### src/rtl/opb_status_bank_pkg.sv
// ============================================================================
// Module      : opb_status_bank_pkg
// Description : Shared mode codes, register offsets and ID constant for the
//               OPB multi-channel status register bank.
// Revision    : 1.0 - initial release
// ============================================================================
`default_nettype none

package opb_status_bank_pkg;

    typedef enum logic [1:0] {
        MODE_LIVE   = 2'd0,
        MODE_STICKY = 2'd1,
        MODE_MAX    = 2'd2,
        MODE_COUNT  = 2'd3
    } ch_mode_e;

    localparam logic [31:0] c_off_id         = 32'h0000_0000;
    localparam logic [31:0] c_off_ctrl       = 32'h0000_0004;
    localparam logic [31:0] c_off_clear_mask = 32'h0000_0008;
    localparam logic [31:0] c_off_snap_count = 32'h0000_000C;
    localparam logic [31:0] c_off_ch_base    = 32'h0000_0010;

    localparam int c_ctrl_snap_bit      = 0;
    localparam int c_ctrl_clear_all_bit = 1;

    localparam logic [7:0] c_id_tag = 8'hB5;
    localparam logic [7:0] c_id_ver = 8'h02;

    function automatic logic [31:0] id_word(input int num_ch, input int status_w);
        return {c_id_tag, c_id_ver, 8'(num_ch), 8'(status_w)};
    endfunction

    function automatic logic [31:0] ch_offset(input int k);
        return c_off_ch_base + 32'(4 * k);
    endfunction

endpackage

`default_nettype wire

### src/rtl/opb_status_bank_status_accum.sv
// ============================================================================
// Module      : status_accum
// Description : One status channel accumulator; the mode is fixed at build
//               time (LIVE, STICKY, MAX or saturating COUNT).
// Revision    : 1.0 - initial release
// ============================================================================
`default_nettype none

module status_accum
    import opb_status_bank_pkg::*;
#(
    parameter int       STATUS_W = 32,
    parameter ch_mode_e MODE     = MODE_STICKY
) (
    input  logic                clk,
    input  logic                rst,
    input  logic                i_valid,
    input  logic                i_clear,
    input  logic [STATUS_W-1:0] i_data,
    output logic [STATUS_W-1:0] o_acc
);

    logic [STATUS_W-1:0] r_acc_q;
    logic [STATUS_W-1:0] w_acc_d;
    logic [STATUS_W-1:0] w_base;

    always_comb begin
        // A clear in the same cycle as a sample acts first, so the sample survives.
        w_base  = i_clear ? '0 : r_acc_q;
        w_acc_d = w_base;
        if (i_valid) begin
            case (MODE)
                MODE_LIVE:   w_acc_d = i_data;
                MODE_STICKY: w_acc_d = w_base | i_data;
                MODE_MAX:    w_acc_d = (w_base > i_data) ? w_base : i_data;
                MODE_COUNT:  w_acc_d = (&w_base) ? w_base : w_base + STATUS_W'(1);
            endcase
        end
    end

    always_ff @(posedge clk) begin
        if (rst) begin
            r_acc_q <= '0;
        end else begin
            r_acc_q <= w_acc_d;
        end
    end

    assign o_acc = r_acc_q;

endmodule

`default_nettype wire

### src/rtl/opb_status_bank.sv
// ============================================================================
// Module      : opb_status_bank
// Description : OPB slave exposing C_NUM_CH user status accumulators through
//               snapshot shadows, with atomic snapshot-and-clear.
// Revision    : 1.0 - initial release
// ============================================================================
`default_nettype none

module opb_status_bank
    import opb_status_bank_pkg::*;
#(
    parameter logic [31:0]            C_BASEADDR   = 32'h0108_0100,
    parameter logic [31:0]            C_HIGHADDR   = 32'h0108_01FF,
    parameter int                     C_OPB_AWIDTH = 32,
    parameter int                     C_OPB_DWIDTH = 32,
    parameter string                  C_FAMILY     = "virtex5",
    parameter int                     C_NUM_CH     = 8,
    parameter int                     C_STATUS_W   = 32,
    parameter logic [2*C_NUM_CH-1:0]  C_CH_MODE    = {C_NUM_CH{2'd1}}
) (
    input  logic                             OPB_Clk,
    input  logic                             OPB_Rst,
    input  logic [0:31]                      OPB_ABus,
    input  logic [0:3]                       OPB_BE,
    input  logic [0:31]                      OPB_DBus,
    input  logic                             OPB_RNW,
    input  logic                             OPB_select,
    input  logic                             OPB_seqAddr,
    output logic [0:31]                      Sl_DBus,
    output logic                             Sl_xferAck,
    output logic                             Sl_errAck,
    output logic                             Sl_retry,
    output logic                             Sl_toutSup,
    input  logic [C_NUM_CH*C_STATUS_W-1:0]   user_data_in,
    input  logic [C_NUM_CH-1:0]              user_valid
);

    localparam int    c_unused_widths = C_OPB_AWIDTH + C_OPB_DWIDTH;
    localparam string c_unused_family = C_FAMILY;

    logic [31:0] w_addr;
    logic [31:0] w_off;
    logic [31:0] w_wdata;
    logic [31:0] w_rdata;
    logic        w_hit;

    logic        r_ack_q,       w_ack_d;
    logic [31:0] r_dbus_q,      w_dbus_d;
    logic        r_snap_req_q,  w_snap_req_d;
    logic        r_clear_all_q, w_clear_all_d;
    logic [C_NUM_CH-1:0] r_mask_q, w_mask_d;
    logic [15:0] r_snap_count_q, w_snap_count_d;

    logic [C_STATUS_W-1:0] r_shadow_q [C_NUM_CH];
    logic [C_STATUS_W-1:0] w_shadow_d [C_NUM_CH];
    logic [C_STATUS_W-1:0] w_acc      [C_NUM_CH];

    logic                w_snap;
    logic [C_NUM_CH-1:0] w_clear;
    logic                w_unused;

    // Bit 0 of the big-endian OPB buses is the word MSB, so plain assignment aligns them.
    assign w_addr  = OPB_ABus;
    assign w_wdata = OPB_DBus;
    assign w_off   = w_addr - C_BASEADDR;
    assign w_hit   = OPB_select && (w_addr >= C_BASEADDR) && (w_addr <= C_HIGHADDR) && !r_ack_q;

    always_comb begin
        w_rdata = '0;
        if (w_off == c_off_id) begin
            w_rdata = id_word(C_NUM_CH, C_STATUS_W);
        end else if (w_off == c_off_snap_count) begin
            w_rdata = {16'h0000, r_snap_count_q};
        end
        for (int k = 0; k < C_NUM_CH; k++) begin
            if (w_off == ch_offset(k)) begin
                w_rdata = 32'(r_shadow_q[k]);
            end
        end
    end

    // Read data and write intent are captured at the hit; writes act in the ack cycle.
    always_comb begin
        w_ack_d       = w_hit;
        w_dbus_d      = '0;
        w_snap_req_d  = 1'b0;
        w_clear_all_d = 1'b0;
        w_mask_d      = '0;
        if (w_hit) begin
            if (OPB_RNW) begin
                w_dbus_d = w_rdata;
            end else begin
                if (w_off == c_off_ctrl) begin
                    w_snap_req_d  = w_wdata[c_ctrl_snap_bit];
                    w_clear_all_d = w_wdata[c_ctrl_clear_all_bit];
                end
                if (w_off == c_off_clear_mask) begin
                    w_mask_d = w_wdata[C_NUM_CH-1:0];
                end
            end
        end
    end

    assign w_snap  = r_ack_q & r_snap_req_q;
    assign w_clear = {C_NUM_CH{r_ack_q & r_clear_all_q}} | (r_ack_q ? r_mask_q : '0);

    // Shadows take the registered accumulators, i.e. the value before this cycle's clear/sample.
    always_comb begin
        w_snap_count_d = r_snap_count_q;
        for (int k = 0; k < C_NUM_CH; k++) begin
            w_shadow_d[k] = r_shadow_q[k];
        end
        if (w_snap) begin
            w_snap_count_d = r_snap_count_q + 16'd1;
            for (int k = 0; k < C_NUM_CH; k++) begin
                w_shadow_d[k] = w_acc[k];
            end
        end
    end

    always_ff @(posedge OPB_Clk) begin
        if (OPB_Rst) begin
            r_ack_q        <= 1'b0;
            r_dbus_q       <= '0;
            r_snap_req_q   <= 1'b0;
            r_clear_all_q  <= 1'b0;
            r_mask_q       <= '0;
            r_snap_count_q <= '0;
            for (int k = 0; k < C_NUM_CH; k++) begin
                r_shadow_q[k] <= '0;
            end
        end else begin
            r_ack_q        <= w_ack_d;
            r_dbus_q       <= w_dbus_d;
            r_snap_req_q   <= w_snap_req_d;
            r_clear_all_q  <= w_clear_all_d;
            r_mask_q       <= w_mask_d;
            r_snap_count_q <= w_snap_count_d;
            for (int k = 0; k < C_NUM_CH; k++) begin
                r_shadow_q[k] <= w_shadow_d[k];
            end
        end
    end

    for (genvar k = 0; k < C_NUM_CH; k++) begin : g_ch
        status_accum #(
            .STATUS_W (C_STATUS_W),
            .MODE     (ch_mode_e'(C_CH_MODE[2*k +: 2]))
        ) u_accum (
            .clk     (OPB_Clk),
            .rst     (OPB_Rst),
            .i_valid (user_valid[k]),
            .i_clear (w_clear[k]),
            .i_data  (user_data_in[k*C_STATUS_W +: C_STATUS_W]),
            .o_acc   (w_acc[k])
        );
    end

    assign Sl_DBus    = r_dbus_q;
    assign Sl_xferAck = r_ack_q;
    assign Sl_errAck  = 1'b0;
    assign Sl_retry   = 1'b0;
    assign Sl_toutSup = 1'b0;

    assign w_unused = ^{OPB_BE, OPB_seqAddr, w_wdata};

endmodule

`default_nettype wire
### config.mk
export PLATFORM = sky130hd
export DESIGN_NAME = opb_status_bank
export DESIGN_NICKNAME = d
export VERILOG_FILES = /design/src/rtl/opb_status_bank_pkg.sv /design/src/rtl/opb_status_bank_status_accum.sv /design/src/rtl/opb_status_bank.sv
export SDC_FILE = /design/constraint.sdc
export NUM_CORES = 1
export LEC_CHECK = 0
export BUFFER_PORTS_ARGS = -buffer_cell sky130_fd_sc_hd__buf_2
export CAP_MARGIN = 20
export CORE_MARGIN = 2
export CORE_UTILIZATION = 58
export CTS_BUF_LIST = sky130_fd_sc_hd__clkbuf_2 sky130_fd_sc_hd__clkbuf_4 sky130_fd_sc_hd__clkbuf_8
export DETAILED_ROUTE_END_ITERATION = 10
export PLACE_DENSITY = 0.82
export SYNTH_ARGS = -nofsm -noshare
export SYNTH_HDL_FRONTEND = slang
export SYNTH_SLANG_ARGS = --single-unit
### constraint.sdc
create_clock -name OPB_Clk -period 3.7 [get_ports OPB_Clk]
set_input_delay 1.11 -clock OPB_Clk [delete_from_list [all_inputs] [get_ports OPB_Clk]]
set_output_delay 1.11 -clock OPB_Clk [all_outputs]
set_load 0.01 [all_outputs]
* After elaboration in Yosys (flattened, before gate mapping)
Memories as Yosys holds them, arrays and structs flattened. Index checks and enable logic that the tools add are counted.
Word-level totals: output and inout bits 36, bits in read-only memories 0, latch bits 0, memory bits (writable) 256, memories 1, register bits 315
Cells by class: multiplexer cells 39, div/mod/pow operators 0, bitwise operators 23, shifts and indexed selects 0, reduce and logical (&&, ||, !) cells 8, equality and inequality tests 11, $mul 0, magnitude comparators 2, $add $sub $neg 2
Memories:
- r_shadow_q | words 8, width 32, rd ports 8, clocked after memory_dff 0, write ports 8, line opb_status_bank.sv:54 | logic [C_STATUS_W-1:0] r_shadow_q [C_NUM_CH];
Operator list (count):
- $mux W32 | 33
- $mux W256 | 1
- $or A32 B32 Y32 | 8
- $eq A32 B5 Y1 const B | 4
- $eq A32 B6 Y1 const B | 4
- $eq A32 B4 Y1 const B | 2
- $eq A32 B3 Y1 const B | 1
- $ge A32 B25 Y1 const B | 1
- $le A32 B25 Y1 const B | 1
- $logic_not A32 Y1 | 1
- $sub A32 B25 Y32 const B | 1
- $add A16 B1 Y16 const B | 1
- $mux W16 | 1
- $mux W8 | 1
- $or A1 B1 Y1 | 8
- $or A8 B8 Y8 | 1
- $reduce_or A4 Y1 | 2
- $not A1 Y1 | 4
- $logic_and A1 B1 Y1 | 3
- $mux W1 | 3
- $reduce_or A3 Y1 | 1
- $and A1 B1 Y1 | 2
- $logic_not A1 Y1 | 1

* Longest topological paths before layout
word-level depth 12, mapped depth 9

* Hierarchy
From an unflattened synthesis, not the netlist that was laid out.
Unflattened totals: cells, all modules 2883, area total of the unflattened synthesis 23140.9 µm²
By module, submodules not included:
- opb_status_bank | cells each 1787, seq. area each 6306.0 µm², area each 13571.8 µm², instances 1
- status_accum | cells each 137, seq. area each 640.6 µm², area each 1196.1 µm², instances 8

* Least setup slack after synthesis
Ideal clock, no wire load.
path kind in2reg, start point input port OPB_ABus[18] (netlist name), end point register r_dbus_q[15], in the netlist Sl_DBus[16], path slack 0.481 ns, path buffers 1, cell stages on the path 7, required time 3.627 ns, arrival time 3.146 ns, setup time 0.073 ns, cells stage by stage or4_4 -> or4_4 -> nor4_4 -> nand4_4 -> or2_1 -> buf_6 -> nor3_2
Between the ends: longest elaborated chain between the ends 12, elaborated cells on any way between the ends 28, those cells by class add/sub (1); order compare (2); eq/ne (9); mux (10); bitwise (1); reduce/logical (5)
Ends and longest elaborated chain:
- start, declared | line opb_status_bank.sv:23 | input logic [0:31] OPB_ABus,
- $sub A32 B25 Y32 | line opb_status_bank.sv:65 | assign w_off = w_addr - C_BASEADDR;
- $eq A32 B4 Y1 | line opb_status_bank.sv:72 | end else if (w_off == c_off_snap_count) begin
- $mux W16 | line opb_status_bank.sv:72
- $mux W32 | line opb_status_bank.sv:70 | if (w_off == c_off_id) begin
- $mux W32 (8 in a row) | line opb_status_bank.sv:76 | if (w_off == ch_offset(k)) begin
- end signal, assigned | line opb_status_bank.sv:134 | r_dbus_q <= w_dbus_d;
- end, declared | line opb_status_bank.sv:48 | logic [31:0] r_dbus_q, w_dbus_d;
Several ways; a longest one is shown, not always the timed one. A chain may end at the register's enable or synchronous reset.

* Final worst setup path
start point input port OPB_ABus[18] (netlist name), end point register r_dbus_q[16], in the netlist Sl_DBus[15]
Between the ends: longest elaborated chain between the ends 10, elaborated cells on any way between the ends 24, those cells by class add/sub (1); order compare (2); eq/ne (8); mux (8); bitwise (1); reduce/logical (4)
Ends and longest elaborated chain (line):
- $sub A32 B25 Y32 | opb_status_bank.sv:65
- $eq A32 B5 Y1 | opb_status_bank.sv:76
- $mux W32 (8 in a row) | opb_status_bank.sv:76
Several ways; a longest one is shown, not always the timed one.

==> flow_metrics.tcl <==
set metrics [dict create \
    worst_slack_ns 0.688 \
    num_rows 70 \
    cellPowerDensity_nw_per_um2 503 \
    synth_edf_count 0 \
    fmax_ghz 0.332 \
    cts_setup_buffers 0 \
    worstPathRequired_ns 4.19 \
    post-route-min-period_ns 3.01 \
    wire_per_inst_um 21.1 \
    critPathMaxStageDelay_ns 0.55 \
    critical_path.top_delay_family "simple AND/OR/NAND/NOR gates" \
    worstSetupStartpointType "primary input" \
    area_growth_syn_to_layout_pct 18.4 \
    avgSynthCellArea_um2 8.36 \
    die_w_um 197 \
    grt_pass1_vias 19003 \
    grtUsageTotal_pct 36.0 \
    fin_tns_setup_ns 0 \
    drc 0 \
    ys_ff_latch 571 \
    gp_congestion 0.982 \
    pre_cts_ws_ns 0.118 \
    finalClockSkew_ns 0.0251 \
    num-fill-cells 2907 \
    worst_slew_pin_slew_ns 1.09 \
    min-delay-start "g_ch[0].u_accum.o_acc[22]" \
    fin_area_um2 25500 \
    antenna_found_initial 2 \
    synth_area_um2 21500 \
    hold_buffers 0 \
    cap_viol_max_count 0 \
    slew_violations 0 \
    port_buffers 340 \
    nNetsFinal 3176 \
    timing.setup.critical_path_class "in -> reg" \
    cts-resized-gates 0 \
    htree_levels 3 \
    num_vias 20375 \
    clk_latency_ns 0.66 \
    viasPerCell 6.04 \
    path_cells "buf_2, or4_4, or4_4, nor4_4, nand4_4, buf_4, a2111oi_0" \
    path_buf_inv 2 \
    hold_violations 0 \
    grt_max_degree 166 \
    synthArstFlopShare_pct 0 \
    dieArea_um2 38700 \
    regArea_um2 11400 \
    dp_hpwl_mm 50.1 \
    reg2regPathDepth 6 \
    drt_wl_total_mm 71.3 \
    min-delay-path-class "reg -> reg" \
    die_y_um 197 \
    ys_types 61 \
    relSlewSlack_pct 27.0 \
    seq_area_frac_synth_pct 53.1 \
    grt_pass1_wl_mm 107 \
    cp.arrival_ns 3.50 \
    period_share_pct 81.4 \
    status "finished, final reports clean" \
    multi_input_area_um2 9310 \
    whs_path_depth 2 \
    firstDrtPassIters 10 \
    root_buffer "clkbuf_8" \
    dpl_cell_area_um2 23600 \
    synth_cells 2575 \
    r2r_slack_ns 1.18 \
    rsz0062_at_grt "no" \
    yosys_warnings 0 \
    ios 373 \
    p_leak_nw 9.84 \
    timing.hold.ws_ns 0.454 \
    crit_top_cell "or4_4" \
    setup_viol 0 \
    coreArea_um2 36600 \
    ant_nets 0 \
    cts_buffers 89 \
    clk_path_buf_depth 3 \
    ys.flop_type "dfxtp_1" \
    rr_startpoint "Sl_xferAck" \
    clk_pin_slew_worst_paths_ns 0.06 \
    drive_gt1_share_pct 20.2 \
    path_max_fanout 18 \
    cpMaxStageDelayCell "or4_4" \
    grt-ovfl-total 0 \
    cts_sinks 571 \
    start_util_pct 58.8 \
    drt_iter0_markers 2151 \
    hold_end "r_shadow_q[0][22]" \
    tritoncts "yes" \
    endpoint_kind "register" \
    vdd_drop_max_v 0.000314 \
    r2r_end "Sl_DBus[15]" \
]
[metrics by stage]
stage	std cells	total power, W	utilization [%]
6_report	3371	0.0128	69.6
3_5_place_dp	3214	0.00734	64.4
2_1_floorplan	2577	0.00699	-
5_1_grt	3370	0.0132	69.6
4_1_cts	3369	0.0128	69.6
3_3_place_gp	3212	0.00732	64.3
[flip-flops by register name (all words and copies together) (netlist names)]
signal	cells
r_shadow_q	256
Sl_xferAck	1
r_snap_req_q	1
r_clear_all_q	1
r_snap_count_q	16
r_mask_q	8
g_ch.u_accum.o_acc	256
Sl_DBus	32
[routing by layer]
layer / routed length [um] / track usage, % / up-vias
li1: - / - / 9417
met1: 29600 / 49.9 / 9707
met2: 31800 / 55.5 / 1092
met3: 6940 / 6.62 / 155
met4: 2970 / 15.5 / 4
met5: 22 / 0 / -
[synth_stat cells (12+ instances only)]
library cell	instances	area share [%]
dfxtp_1	571	53
nand2_1	567	9.9
nor2_1	325	5.7
a21oi_1	314	7.3
a22oi_1	261	9.1
clkbuf_1	202	3.5
o21ai_0	46	1.1
mux2i_1	26	1.2
nor2b_1	22	0.64
a2111oi_0	20	0.81
a211oi_1	17	0.59
nand3_1	17	0.39
mux2_2	14	0.73
buf_1	13	0.23
nor3_1	12	0.28
[tightest hold or removal path, delay by kind of cell, from the launching register on]
family,cells,cell delay [ns]
flops,1,0.31
simple gates,1,0.05
compound gates,1,0.05
[cell families (layout without fill, tap and decap cells)]
| group | after synthesis | after routing | synth area share, % |
|---|---|---|---|
| AND/OR/NAND/NOR | 996 | 996 | 18.8 |
| multiplexers | 42 | 42 | 2.15 |
| flip-flops | 571 | 571 | 53.1 |
| other | 1 | 4 | 0.0174 |
| buffers and inverters | 224 | 549 | 3.99 |
| AO/OA/AOI/OAI | 726 | 726 | 21.4 |
| XOR/XNOR | 14 | 14 | 0.569 |
| adder cells (fa/ha/maj) | 1 | 1 | 0.0581 |
[placed cells by master (no fill, tap or decap), types with 12 or more instances in the layout]
cell,instances
a21oi_1,314
a22oi_1,261
clkbuf_4,19
nand2_1,566
clkbuf_8,120
nor2_1,325
clkinv_2,12
o21ai_0,46
mux2_2,14
a2111oi_0,20
mux2i_1,26
nor2b_1,22
a211oi_1,17
buf_2,338
nor3_1,12
buf_4,37
nand3_1,17
dfxtp_1,571
[where the power goes]
group	switching (W)	internal (W)	total [W]
Clock	0.00244	0.00314	0.00559
Combinational	0.000432	0.000334	0.000766
Sequential	0.000129	0.00634	0.00647
Total	0.00300	0.00982	0.0128
[layout make-up]
cell class                 count  area share [%]
antenna                        1         0.00981
tap                          468            2.30
timing repair buffer         389            8.79
clock inverter                16           0.447
clock buffer                 139            7.04
inverter                       5          0.0736
multi-input combinational   1782            36.5
sequential                   571            44.8
[worst max-delay path by stage]
stage                  from          end  slack, ns  cells past startpoint
4_1_cts        OPB_ABus[18]  Sl_DBus[15]       0.74                      7
3_5_place_dp   OPB_ABus[18]   Sl_DBus[4]       0.12                      7
5_1_grt        OPB_ABus[18]  Sl_DBus[15]       0.60                      7
3_3_place_gp   OPB_ABus[19]   Sl_DBus[5]       0.20                      8
6_report       OPB_ABus[18]  Sl_DBus[15]       0.69                      7
2_1_floorplan  OPB_ABus[18]  Sl_DBus[16]       0.48                      7
No activity file was read; power rests on OpenSTA's default activity.
